## config.mk

```make
export PLATFORM = sky130hd
export DESIGN_NAME = keypad_scanner
export DESIGN_NICKNAME = d
export VERILOG_FILES = /design/src/rtl/keypad_pkg.sv /design/src/rtl/keypad_sync.sv /design/src/rtl/keypad_scanner.sv
export SDC_FILE = /design/constraint.sdc
export NUM_CORES = 1
export LEC_CHECK = 0
export CAP_MARGIN = 15
export CORE_MARGIN = 5
export CORE_UTILIZATION = 52
export CTS_CLUSTER_DIAMETER = 40
export CTS_CLUSTER_SIZE = 30
export DETAILED_ROUTE_END_ITERATION = 7
export GPL_ROUTABILITY_DRIVEN = 0
export PLACE_DENSITY = 0.79
export RECOVER_POWER = 50
export SETUP_SLACK_MARGIN = 0.4
export SLEW_MARGIN = 20
export SYNTH_ARGS = -nofsm -noshare
export SYNTH_HDL_FRONTEND = slang
export SYNTH_SLANG_ARGS = --single-unit
```

## constraint.sdc

```tcl
create_clock -name clk -period 2.9 [get_ports clk]
set_clock_uncertainty 0.15 [all_clocks]
set_input_delay 0.725 -clock clk [delete_from_list [all_inputs] [get_ports clk]]
set_output_delay 0.725 -clock clk [all_outputs]
set_load 0.01 [all_outputs]
```

## src/rtl/keypad_pkg.sv

```systemverilog
// keypad_pkg: shared codes, FSM encoding and key map for the keypad scanner.
package keypad_pkg;

    localparam logic [3:0] KEY_NONE = 4'hF;
    localparam logic [3:0] KEY_STAR = 4'hA;
    localparam logic [3:0] KEY_HASH = 4'hB;

    typedef enum logic [1:0] {
        ST_SCAN,
        ST_DEBOUNCE,
        ST_EMIT,
        ST_WAIT_RELEASE
    } state_e;

    // Rows 0-2 hold digits 1-9; row 3 is *, 0, #.
    function automatic logic [3:0] key_code(input logic [1:0] row, input logic [1:0] col);
        if (row == 2'd3)
            return (col == 2'd0) ? KEY_STAR : (col == 2'd1) ? 4'h0 : KEY_HASH;
        return {2'b00, row} * 4'd3 + {2'b00, col} + 4'd1;
    endfunction

endpackage

```

## src/rtl/keypad_sync.sv

```systemverilog
// keypad_sync: 2-flop synchronizer, resets to all-ones to match idle pulled-up inputs.
module keypad_sync #(
    parameter int W = 3
) (
    input  logic         clk,
    input  logic         rst_n,
    input  logic [W-1:0] d,
    output logic [W-1:0] q
);

    logic [W-1:0] meta_q;
    logic [W-1:0] sync_q;

    always_ff @(posedge clk or negedge rst_n) begin
        if (!rst_n) begin
            meta_q <= '1;
            sync_q <= '1;
        end else begin
            meta_q <= d;
            sync_q <= meta_q;
        end
    end

    assign q = sync_q;

endmodule

```

## src/rtl/keypad_scanner.sv

```systemverilog
// keypad_scanner: scans a 4x3 matrix keypad, debounces presses and emits one
// fixed-length code pulse per press on the keypad bus (idle 4'b1111).
module keypad_scanner
    import keypad_pkg::*;
#(
    parameter int SCAN_DIV    = 4,
    parameter int DEBOUNCE    = 3,
    parameter int HOLD_CYCLES = 2
) (
    input  logic       clk,
    input  logic       RST,
    input  logic [2:0] col_n,
    output logic [3:0] row_n,
    output logic [3:0] keypad,
    output logic       key_valid
);

    localparam int MAX_A = (SCAN_DIV > DEBOUNCE) ? SCAN_DIV : DEBOUNCE;
    localparam int MAX_C = (MAX_A > HOLD_CYCLES) ? MAX_A : HOLD_CYCLES;
    localparam int CW    = $clog2(MAX_C + 1);

    logic [2:0]    cs;
    state_e        state_q, state_d;
    logic [1:0]    row_idx_q, row_idx_d;
    logic [CW-1:0] cnt_q, cnt_d;
    logic [2:0]    pat_q, pat_d;
    logic [3:0]    keypad_q, keypad_d;
    logic          key_valid_q, key_valid_d;
    logic [CW-1:0] cnt_inc;
    logic          one_low;
    logic [1:0]    col_idx;

    keypad_sync #(.W(3)) u_sync (
        .clk   (clk),
        .rst_n (RST),
        .d     (col_n),
        .q     (cs)
    );

    assign cnt_inc = cnt_q + CW'(1);
    assign one_low = (cs == 3'b110) || (cs == 3'b101) || (cs == 3'b011);
    assign col_idx = !pat_q[0] ? 2'd0 : !pat_q[1] ? 2'd1 : 2'd2;

    always_comb begin
        state_d     = state_q;
        row_idx_d   = row_idx_q;
        cnt_d       = cnt_q;
        pat_d       = pat_q;
        keypad_d    = keypad_q;
        key_valid_d = key_valid_q;
        case (state_q)
            ST_SCAN: begin
                if (cnt_q == CW'(SCAN_DIV - 1)) begin
                    cnt_d = '0;
                    // Multi-key hits in one row are treated like an empty row.
                    if (one_low) begin
                        pat_d   = cs;
                        state_d = ST_DEBOUNCE;
                    end else begin
                        row_idx_d = row_idx_q + 2'd1;
                    end
                end else begin
                    cnt_d = cnt_inc;
                end
            end
            ST_DEBOUNCE: begin
                if (cs != pat_q) begin
                    state_d   = ST_SCAN;
                    row_idx_d = row_idx_q + 2'd1;
                    cnt_d     = '0;
                end else if (cnt_inc == CW'(DEBOUNCE)) begin
                    state_d     = ST_EMIT;
                    cnt_d       = '0;
                    keypad_d    = key_code(row_idx_q, col_idx);
                    key_valid_d = 1'b1;
                end else begin
                    cnt_d = cnt_inc;
                end
            end
            ST_EMIT: begin
                if (cnt_q == CW'(HOLD_CYCLES - 1)) begin
                    state_d     = ST_WAIT_RELEASE;
                    cnt_d       = '0;
                    keypad_d    = KEY_NONE;
                    key_valid_d = 1'b0;
                end else begin
                    cnt_d = cnt_inc;
                end
            end
            ST_WAIT_RELEASE: begin
                if (cs != 3'b111) begin
                    cnt_d = '0;
                end else if (cnt_inc == CW'(DEBOUNCE)) begin
                    state_d   = ST_SCAN;
                    row_idx_d = row_idx_q + 2'd1;
                    cnt_d     = '0;
                end else begin
                    cnt_d = cnt_inc;
                end
            end
            default: state_d = ST_SCAN;
        endcase
    end

    always_ff @(posedge clk or negedge RST) begin
        if (!RST) begin
            state_q     <= ST_SCAN;
            row_idx_q   <= '0;
            cnt_q       <= '0;
            pat_q       <= 3'b111;
            keypad_q    <= KEY_NONE;
            key_valid_q <= 1'b0;
        end else begin
            state_q     <= state_d;
            row_idx_q   <= row_idx_d;
            cnt_q       <= cnt_d;
            pat_q       <= pat_d;
            keypad_q    <= keypad_d;
            key_valid_q <= key_valid_d;
        end
    end

    assign row_n     = ~(4'b0001 << row_idx_q);
    assign keypad    = keypad_q;
    assign key_valid = key_valid_q;

endmodule

```

==> flow_summary_export.csv <==
group,metric,value,unit
power,cellPowerDensity,1033,mW/mm^2
layout,fin_cells,172,
sta,clock.fmax,0.4065,GHz
worst_hold_path,whs_endpoint,"u_sync.q[0]$_DFF_PN1_",
power,p_leak,0.6763,nW
placed_design,place_hpwl,1.811,mm
layout,layout_common_cells,"16 x inv_1, 13 x dfstp_2, 11 x ha_1, 9 x nor2_1, 7 x dfrtp_1",
synthesis,synthCells,127,
synthesis,syn_nets,146,
synthesis,ys_ff_latch,21,
power,ir_worst_vdd,0.6569,mV
floorplan,std_cell_rows,18,
synthesis,ys_types,41,
worst_setup_path,crit_fanout,4,
sta,finalCriticalPeriod,2.460,ns
synthesis,synth.largest_area_cell,"dfstp_2",
clock_network,insertion_delay,0.30,ns
routing,via_count,949,
power,power,1.580,mW
clock_network,cts-buffers-inserted,3,
layout,final_common_cell,"inv_1",
synthesis,synth_area_leaders,"dfstp_2 25%, dfrtp_1 15%, ha_1 11%",
grt,antenna_found_initial,0,
grt,grtUsageTotal,14.46,%
worst_setup_path,reg2reg_from,"pat_q[1]$_DFFE_PN1P_",
sta,slew_violations,0,
routing,vias_per_cell,5.517,
worst_setup_path,reg2regPathDepth,5,
floorplan,io_pins,14,
flow_run,drv_cap,0,
synthesis,synth_fa_ha_area_share,14.06,%
layout,nets,162,
grt,busiest_layer,"met2",
floorplan,dieHeight,61,um
synthesis,synthMuxAreaShare,4.718,%
sta,timing.final.crit_share,84.83,%
synthesis,synth_seq_area_share,40.06,%
grt,grtUsageMet1,17.20,%
sta,setup_viol,0,
synthesis,synthXorXnorAreaFrac,5.735,%
sta,slew_headroom,26.30,%
synthesis,netlist_area,0.001353,sq mm
worst_setup_path,cp.required,2.03,ns
worst_setup_path,r2r-end,"keypad[2]$_DFFE_PN1P_",
clock_network,root_buffer,"clkbuf_4",
sta,setup_tns,0,ns
layout,fillCellCount,210,
outcome,status,"finished clean",
worst_setup_path,reg2reg_slack,0.60,ns
clock_network,clockBufferDepth,2,
layout,layout-drive-gt1-share,21.83,%
grt,grt_max_degree,22,
clock_network,cts_num_sinks,21,
routing,drtIter0Drc,28,
worst_setup_path,critPathLaunchType,"flop",
layout,diodes,0,
routing,final_antenna_net_count,0,
layout,multi_input_area,701.9,sq um
worst_setup_path,critical_path_class,"flop to primary output",
grt,grt_pass1_wl,4.057,mm
floorplan,fp.dieW,61,um
worst_hold_path,hold_path.class,"flop to flop",
sta,rsz0062_at_grt,"yes",
routing,dr.pass1.iters,4,
clock_network,cts_tree,"done",
grt,grt_use_met2,26.87,%
sta,worst_pin_slew,1.106,ns
synthesis,synth_compound_area_share,12.86,%
synthesis,syn_avg_cell_area,10.65,sq um
synthesis,synth_top_family_by_area,"simple AND/OR/NAND/NOR gates",
worst_hold_path,hp-start,"u_sync.meta_q[0]$_DFF_PN1_",
synthesis,synth-simple-area-share,14.34,%
layout,fin_util,61.72,%
clock_network,htreeDepth,1,
floorplan,start_util,54.60,%
worst_hold_path,whs_path_depth,0,
synthesis,ys_warn_count,0,
placed_design,numPortBuffers,13,
layout,regArea,543.0,sq um
grt,grt_util_met3,2.128,%
grt,overflow,0,
sta,whs,0.2141,ns
clock_network,clkTransAtPathRegs,0.12,ns
sta,finalHoldViolations,0,
routing,drc,0,
floorplan,core,0.002477,sq mm
placed_design,placedCellCount,166,
layout,syn_to_final_growth,13.04,%
floorplan,dieArea,0.003721,sq mm
grt,grt_pass1_vias,943,
worst_setup_path,arrival,1.59,ns
synthesis,synth.top_cell.area_share,25.25,%
worst_setup_path,endpoint_kind,"primary output",
routing,wire_per_inst,13.26,um
routing,wl,2.280,mm
-- what timing repair did --
item | in CTS | in global routing
buffers inserted | 2 | 0
endpoints found under the setup margin | 4 | 3
hold buffers | 0 | 0
gates resized for setup | 3 | 4
endpoints found under the hold margin | 0 | 0
-- cell type report --
cell class	instances	area share, %
clock buffer	4	1.718
inverter	18	4.419
multi-input combinational	83	45.91
sequential	21	35.52
tap	30	2.455
timing repair buffer	16	9.984
-- cells in the mapped netlist --
| cell | n |
|---|---|
| a211o_1 | 3 |
| a211oi_1 | 1 |
| a21oi_1 | 5 |
| a22oi_1 | 1 |
| a2bb2oi_1 | 1 |
| a311o_1 | 1 |
| a31oi_1 | 1 |
| a41oi_1 | 1 |
| and2_1 | 1 |
| and3_1 | 1 |
| and4_1 | 1 |
| buf_2 | 2 |
| buf_6 | 3 |
| dfrtp_1 | 8 |
| dfstp_2 | 13 |
| fa_1 | 2 |
| ha_1 | 12 |
| inv_1 | 18 |
| mux2_2 | 3 |
| mux2i_1 | 3 |
| nand2_1 | 4 |
| nand2b_1 | 3 |
| nand3_1 | 5 |
| nand3b_1 | 1 |
| nand4_1 | 1 |
| nand4_4 | 1 |
| nor2_1 | 9 |
| nor2b_1 | 2 |
| nor3_1 | 2 |
| nor3_4 | 1 |
| o211a_1 | 1 |
| o21ai_0 | 5 |
| o21bai_1 | 1 |
| o22ai_1 | 1 |
| o2bb2ai_1 | 1 |
| o31a_1 | 1 |
| o31ai_1 | 1 |
| or2_2 | 1 |
| xnor2_1 | 2 |
| xnor2_2 | 2 |
| xnor2_4 | 1 |
-- cell families (layout without fill, tap and decap cells) --
logic type | Yosys count | in the layout
AOI/OAI and AO/OA | 25 | 25
xor gates and xnor gates | 5 | 5
adders and majority gates | 14 | 14
buffers and inverters | 23 | 38
DFF | 21 | 21
muxes | 6 | 6
and+or+nand+nor | 33 | 33
-- state kept, by name (all words and copies together) (netlist names), named ones only --
| register | cells |
|---|---|
| u_sync.q | 3 |
| u_sync.meta_q | 3 |
| key_valid | 1 |
| state_q | 1 |
| keypad | 4 |
| pat_q | 3 |
| cnt_q | 3 |
| row_idx_q | 2 |
-- worst max path at each step --
stage / start / end / slack [ns] / cells past startpoint
2_1_floorplan: pat_q[0]$_DFFE_PN1P_ / keypad[2]$_DFFE_PN1P_ / 0.66 / 5
3_3_place_gp: pat_q[0]$_DFFE_PN1P_ / keypad[2]$_DFFE_PN1P_ / 0.63 / 5
3_5_place_dp: pat_q[1]$_DFFE_PN1P_ / keypad[2]$_DFFE_PN1P_ / 0.61 / 5
4_1_cts: row_idx_q[0]$_DFFE_PN0P_ / row_n[2] / 0.39 / 4
5_1_grt: row_idx_q[1]$_DFFE_PN0P_ / row_n[1] / 0.36 / 4
6_report: row_idx_q[1]$_DFFE_PN0P_ / row_n[1] / 0.44 / 4
-- stage by stage --
step | area (sq um) | worst slack, ns
floorplan | 1353 | 0.6622
global placement | 1484 | 0.6312
detailed placement | 1484 | 0.6087
CTS | 1526 | 0.3937
global route | 1529 | 0.3578
finish | 1529 | 0.4399
-- worst max-delay path, cell delays in order, from the launching register on --
cell and delay [ns]:
dfrtp_1 0.43, inv_2 0.09, ha_1 0.19, inv_1 0.05, clkdlybuf4s50_1 0.53
-- per-layer routing --
metal	up-vias	part of all wire, %	wire [um]
met5	-	0	0
met3	6	5.0	113
met4	0	2.1	49
li1	461	-	-
met2	27	50	1148
met1	455	42	968
-- where the power goes --
group,leakage (nW),total [mW],switching [mW],internal (mW)
registers,0.236,0.544,0.113,0.431
clock network,0.0150,0.139,0.0857,0.0535
logic,0.425,0.897,0.447,0.450
Power figures use the tool's default switching activity.
==> variant 1: new RTL, same settings <==
Reset style: synchronous (`RST` and `rst_n`), changed in 2 clocked blocks.
--- a/src/rtl/keypad_sync.sv
+++ b/src/rtl/keypad_sync.sv
@@ -11,7 +11,7 @@
     logic [W-1:0] meta_q;
     logic [W-1:0] sync_q;
 
-    always_ff @(posedge clk or negedge rst_n) begin
+    always_ff @(posedge clk) begin
         if (!rst_n) begin
             meta_q <= '1;
             sync_q <= '1;
--- a/src/rtl/keypad_scanner.sv
+++ b/src/rtl/keypad_scanner.sv
@@ -102,7 +102,7 @@
         endcase
     end
 
-    always_ff @(posedge clk or negedge RST) begin
+    always_ff @(posedge clk) begin
         if (!RST) begin
             state_q     <= ST_SCAN;
             row_idx_q   <= '0;
Formal check against the unedited RTL: differs if RST is asserted again (counterexample within 10 cycles, from zero or initial values and one cycle with RST low); with RST held inactive, the same outputs for 10 cycles.
==> variant 1 against the unedited design <==
  * Power decreased by 33%
  * First-iteration DRC count increased to 2.7 times the old value
  * Synthesized area increased by 5.6%
  * Sequential cell count unchanged
  * Setup slack improved by 0.023 ns
  * Utilization decreased by 0.66 points
  * Final area increased by 7.3%
  * Routed wire length increased by 25%
  * Sequential share of layout area decreased by 9.1 points
==> variant 1: results (changes against the unedited design) <==
The worst-case reg-to-reg path depth came out at 7 (+2). The number of H-tree levels came to 1 (unchanged). The detailed router's first-iteration violation count is 75 (+170%).

The number of fillers in the final layout is 255 (+21%). The met3 usage is 2.16% (+0.031 points). The part of the total power dissipated in sequential elements was 35.3% (+0.9 points). The period utilization is 84.0% (-0.80 points). The clock slew at the register clock pins of the worst setup and hold paths came out at 0.12 ns (about the same). The worst hold path terminates at u_sync.q[1]$_SDFF_PN1_. The met1 layer usage reported by global route came out at 18.4% (+1.2 points).

The global-route track usage on met2 came out at 26.2% (-0.70 points). The diode insertion count for antenna repair is 0 (unchanged). The final net count came out at 199 (+23%).

The data arrival at the endpoint of the critical path came out at 1.56 ns (-0.03 ns). The proportion of synthesized flip-flops having asynchronous set or reset is 0% (-100 points). The number of buffers added by the clock tree synthesis step came out at 3 (unchanged).

The total vias in the final route came out at 1196 (+26%). The worst hold path belongs to the class flip-flop to flip-flop. The maximum fanout along the worst path came out at 5 (+1). The leakage dissipation came to 0.666 nW (-1.5%). The count of input and output buffers came to 13 (unchanged). The initial antenna violation count is 0 (unchanged). The startpoint identified for the worst hold timing path is u_sync.meta_q[1]$_SDFF_PN1_.

The number of nets produced by synthesis is 184 (+26%). The number of iterations in the first detailed-routing pass came out at 4 (unchanged). The tree is rooted in a sky130_fd_sc_hd__clkbuf_4. The flow ran to the end, and the final reports show no timing, DRC or antenna violations. The share of synthesized area occupied by flip-flops and latches came to 29.4% (-11 points). The cell depth of the worst min-delay path was 1 (+1).

The flip-flop count of the largest register after layout is 4 (unchanged). The placement-stage cell area came out at 0.00156 mm2 (+4.8%). The proportion of power drawn by combinational gates was 51.1% (-5.7 points). The share of cells above drive strength 1 came to 13.1% (-8.7 points). The number of non-filler instances in the completed layout is 206 (+20%).

The clock latency on the worst-skew pair is 0.30 ns (about the same). The total detailed-routing wirelength is 2860 um (+25%). The fraction of power spent switching nets came to 39.9% (-0.92 points). The global-route usage over all layers is 14.9% (+0.47 points). The pre-CTS setup slack was 0.275 ns (-0.334 ns). The mean area per synthesized cell is 8.87 um2 (-17%). The maximum VDD drop came out at 470 uV (-28%).

The worst register-to-register path ends at keypad[2]$_SDFFE_PN1P_. The largest net degree at the start of global routing is 28 (+27%). The maximum buffer depth of the clock tree came out at 2 (unchanged).

The commonest cells after synthesis are sky130_fd_sc_hd__dfxtp_1, sky130_fd_sc_hd__inv_1, sky130_fd_sc_hd__ha_1. The number of global-route vias before repair came to 1144 (+21%). The reg2reg setup slack is 0.47 ns (-0.13 ns). The startpoint of the worst-slack reg-to-reg timing path is pat_q[1]$_SDFFE_PN1P_.

The number of distinct standard cells referenced by the synthesized netlist came out at 44 (+7.3%). The headroom to the max-slew limit is 33.4% (+7.1 points). The half-perimeter wire length after detailed placement is 2140 um (+18%). The count of yosys warnings during synthesis is 0 (unchanged). The wire length of the first global-routing pass came to 4930 um (+21%). After synthesis, the cell types taking the most area are sky130_fd_sc_hd__dfxtp_1, sky130_fd_sc_hd__ha_1, sky130_fd_sc_hd__inv_1.
-- variant 1: cell count changes in the layout (fill, tap and decap cells not counted), moves of 4 or more --
cell,change
sky130_fd_sc_hd__dfxtp_1,+17
sky130_fd_sc_hd__dfrtp_1,-7
sky130_fd_sc_hd__xor2_1,+4
sky130_fd_sc_hd__clkdlybuf4s50_1,+4
sky130_fd_sc_hd__nand2b_1,+7
sky130_fd_sc_hd__nand2_1,+6
sky130_fd_sc_hd__dfstp_2,-13
sky130_fd_sc_hd__nor3b_1,+8
-- variant 1: cell families after synthesis --
logic type / count (synthesis) / synth area share (%)
buffers and inverters: 27 / 8.41
AND/OR/NAND/NOR: 55 / 22.9
adder cells (fa/ha/maj): 18 / 16.8
AO/OA/AOI/OAI: 32 / 16.7
flip-flops: 21 / 29.4
multiplexers: 3 / 2.10
XOR/XNOR: 5 / 3.59
-- variant 1: per-layer routing --
metal,vias to the layer above,wire (um)
met4,0,42
met5,-,0
met3,5,127
met1,569,1280
met2,32,1410
li1,590,-
-- variant 1: worst max path at each step --
stage	start	to	cells after the start
2_1_floorplan	row_idx_q[0]$_SDFFE_PN0P_	keypad[3]$_SDFFE_PN1P_	8
3_3_place_gp	row_idx_q[0]$_SDFFE_PN0P_	keypad[3]$_SDFFE_PN1P_	8
3_5_place_dp	row_idx_q[0]$_SDFFE_PN0P_	keypad[3]$_SDFFE_PN1P_	8
4_1_cts	row_idx_q[0]$_SDFFE_PN0P_	row_n[3]	3
5_1_grt	RST	key_valid$_SDFFE_PN0P_	4
6_report	row_idx_q[0]$_SDFFE_PN0P_	row_n[1]	4
-- variant 1: repair_timing --
action	in CTS	in global routing
pin swaps	1	4
setup buffers	2	2
resized for setup	6	8
setup endpoints to repair	5	4
endpoints found under the hold margin	0	0
-- variant 1: cell type report --
type	instances	area share (%)
multi-input cells	113	55.2
flip-flops and latches	21	26.4
repair buffers	18	9.99
inverters	19	4.35
well taps	31	2.36
clock buffers	3	1.37
clock inverters	1	0.305
-- variant 1: critical path, stage by stage (launching register included) --
cell,delay (ns)
sky130_fd_sc_hd__dfxtp_4,0.39
sky130_fd_sc_hd__buf_4,0.13
sky130_fd_sc_hd__ha_1,0.18
sky130_fd_sc_hd__inv_1,0.05
sky130_fd_sc_hd__clkdlybuf4s50_1,0.52
-- variant 1: per-stage QoR --
| step | power, mW | hold WS (ns) | util (%) |
|---|---|---|---|
| floorplan | 0.749 | 0.236 | - |
| global placement | 0.855 | 0.240 | 57.9 |
| detailed placement | 0.883 | 0.250 | 57.9 |
| CTS | 1.05 | 0.277 | 59.8 |
| global route | 1.15 | 0.306 | 61.1 |
| finish | 1.05 | 0.273 | 61.1 |
==> variant 2: new RTL, same flow settings <==
Without the edit above. `HOLD_CYCLES`: 2 -> 4.
--- a/src/rtl/keypad_scanner.sv
+++ b/src/rtl/keypad_scanner.sv
@@ -5,7 +5,7 @@
 #(
     parameter int SCAN_DIV    = 4,
     parameter int DEBOUNCE    = 3,
-    parameter int HOLD_CYCLES = 2
+    parameter int HOLD_CYCLES = 4
 ) (
     input  logic       clk,
     input  logic       RST,
Behaviour: not the same (a bounded check fails within 10 cycles, from zero or initial values and one cycle with RST low).
==> variant 2 against the unedited design <==
  * Critical path depth did not move
  * Synthesized area fell by 9.9%
  * Setup slack got worse by 0.011 ns
  * Register-to-register slack barely moved
  * Power fell by 5.1%
  * Final area fell by 5.7%
  * Sequential cell count did not move
  * Routed wire length fell by 17%
==> variant 2: results (changes against the unedited design) <==
The share of synthesized cell area in full adder, half adder and majority cells came out at 14.6% (+0.52 points). The number of nets produced by synthesis came out at 128 (-12%). The wire length of the first global-routing pass came out at 3510 um (-14%).

The final net count was 149 (-8.0%). The half-perimeter wire length after detailed placement came out at 1480 um (-18%). The global-route usage over all layers came out at 13.6% (-0.84 points). In the synthesized netlist, the cells that appear most often are sky130_fd_sc_hd__inv_1, sky130_fd_sc_hd__dfstp_2, sky130_fd_sc_hd__ha_1. The share of synthesized area occupied by flip-flops and latches is 44.5% (+4.4 points). The net switching power figure is 0.586 mW (-9.1%). The number of distinct standard cells referenced by the synthesized netlist is 34 (-17%). The share of cells above drive strength 1 is 27.7% (+5.9 points). The worst-case reg-to-reg path depth came out at 8 (+3). The routed wirelength normalized by instance count came to 12.0 um (-9.3%). The total vias in the final route came out at 786 (-17%). The headroom to the max-slew limit is 31.0% (+4.7 points).

In the post-synthesis netlist, the biggest area contributors are sky130_fd_sc_hd__dfstp_2, sky130_fd_sc_hd__dfrtp_1, sky130_fd_sc_hd__ha_1. The detailed router's first-iteration violation count is 10 (-64%). The maximum VDD drop came out at 669 uV (+1.9%). The number of iterations in the first detailed-routing pass came out at 3 (-1). The worst hold path startpoint is u_sync.meta_q[2]$_DFF_PN1_. The multiplexer share of the synthesized area came out at 7.80% (+3.1 points). The startpoint identified for the worst register-to-register timing path is pat_q[0]$_DFFE_PN1P_. The flow ran to the end, and the final reports show no timing, DRC or antenna violations. The pre-CTS setup slack is 0.619 ns (+0.0104 ns). The leakage dissipation was 0.631 nW (-6.7%).
variant 2: power by group through the flow:
| stage | Sequential (mW) | Clock, mW | Combinational [mW] |
|---|---|---|---|
| 3_3_place_gp | 0.520 | 0 | 0.775 |
| 2_1_floorplan | 0.515 | 0 | 0.571 |
| 3_5_place_dp | 0.527 | 0 | 0.816 |
| 4_1_cts | 0.519 | 0.147 | 0.839 |
| 5_1_grt | 0.536 | 0.162 | 0.966 |
| 6_report | 0.519 | 0.138 | 0.842 |
variant 2: metrics by stage:
step                utilization [%]  instances  total power, mW  instance area [um2]
floorplan                         -        110             1.09                 1220
global placement               61.6        150             1.30                 1380
detailed placement             61.6        150             1.34                 1380
CTS                            63.8        156             1.50                 1420
global route                   64.5        158             1.66                 1440
finish                         64.5        158             1.50                 1440
variant 2: cell type report:
cell class / count / area [um2]
sequential: 21 / 544
clock inverter: 1 / 7.51
clock buffer: 3 / 22.5
timing repair buffer: 18 / 168
inverter: 16 / 60.1
multi-input combinational: 71 / 604
tap: 28 / 35.0
fill: 192 / 792
variant 2: worst max path at each step:
stage                                         from                    end  slack [ns]  cells after the start
final                     row_idx_q[0]$_DFFE_PN0P_               row_n[0]        0.43                      4
after CTS                 row_idx_q[0]$_DFFE_PN0P_               row_n[2]        0.42                      4
after global placement    row_idx_q[0]$_DFFE_PN0P_               row_n[0]        0.70                      4
after floorplan               pat_q[0]$_DFFE_PN1P_  keypad[3]$_DFFE_PN1P_        0.76                      8
after detailed placement      pat_q[0]$_DFFE_PN1P_  keypad[3]$_DFFE_PN1P_        0.62                      8
after global routing      row_idx_q[0]$_DFFE_PN0P_               row_n[0]        0.32                      4
variant 2: routing by layer:
metal / GRT usage (%) / up-vias / routed length (um)
met5: 0 / - / 0
met4: 6.95 / 0 / 48
met3: 3.29 / 4 / 46
met2: 22.8 / 10 / 959
met1: 16.2 / 372 / 845
li1: - / 400 / -
variant 2: repair_timing:
action                     4_1_cts  5_1_grt
gates resized for setup          4        3
setup buffers                    2        2
setup endpoints to repair        4        3
variant 2: cells by family (layout without fill, tap and decap cells):
kind of cell	after synthesis	in the layout
AND/OR/NAND/NOR	29	29
flip-flops	21	21
buffers and inverters	18	38
AO/OA/AOI/OAI	14	14
adder cells (fa/ha/maj)	13	13
multiplexers	9	9
XOR/XNOR	6	6
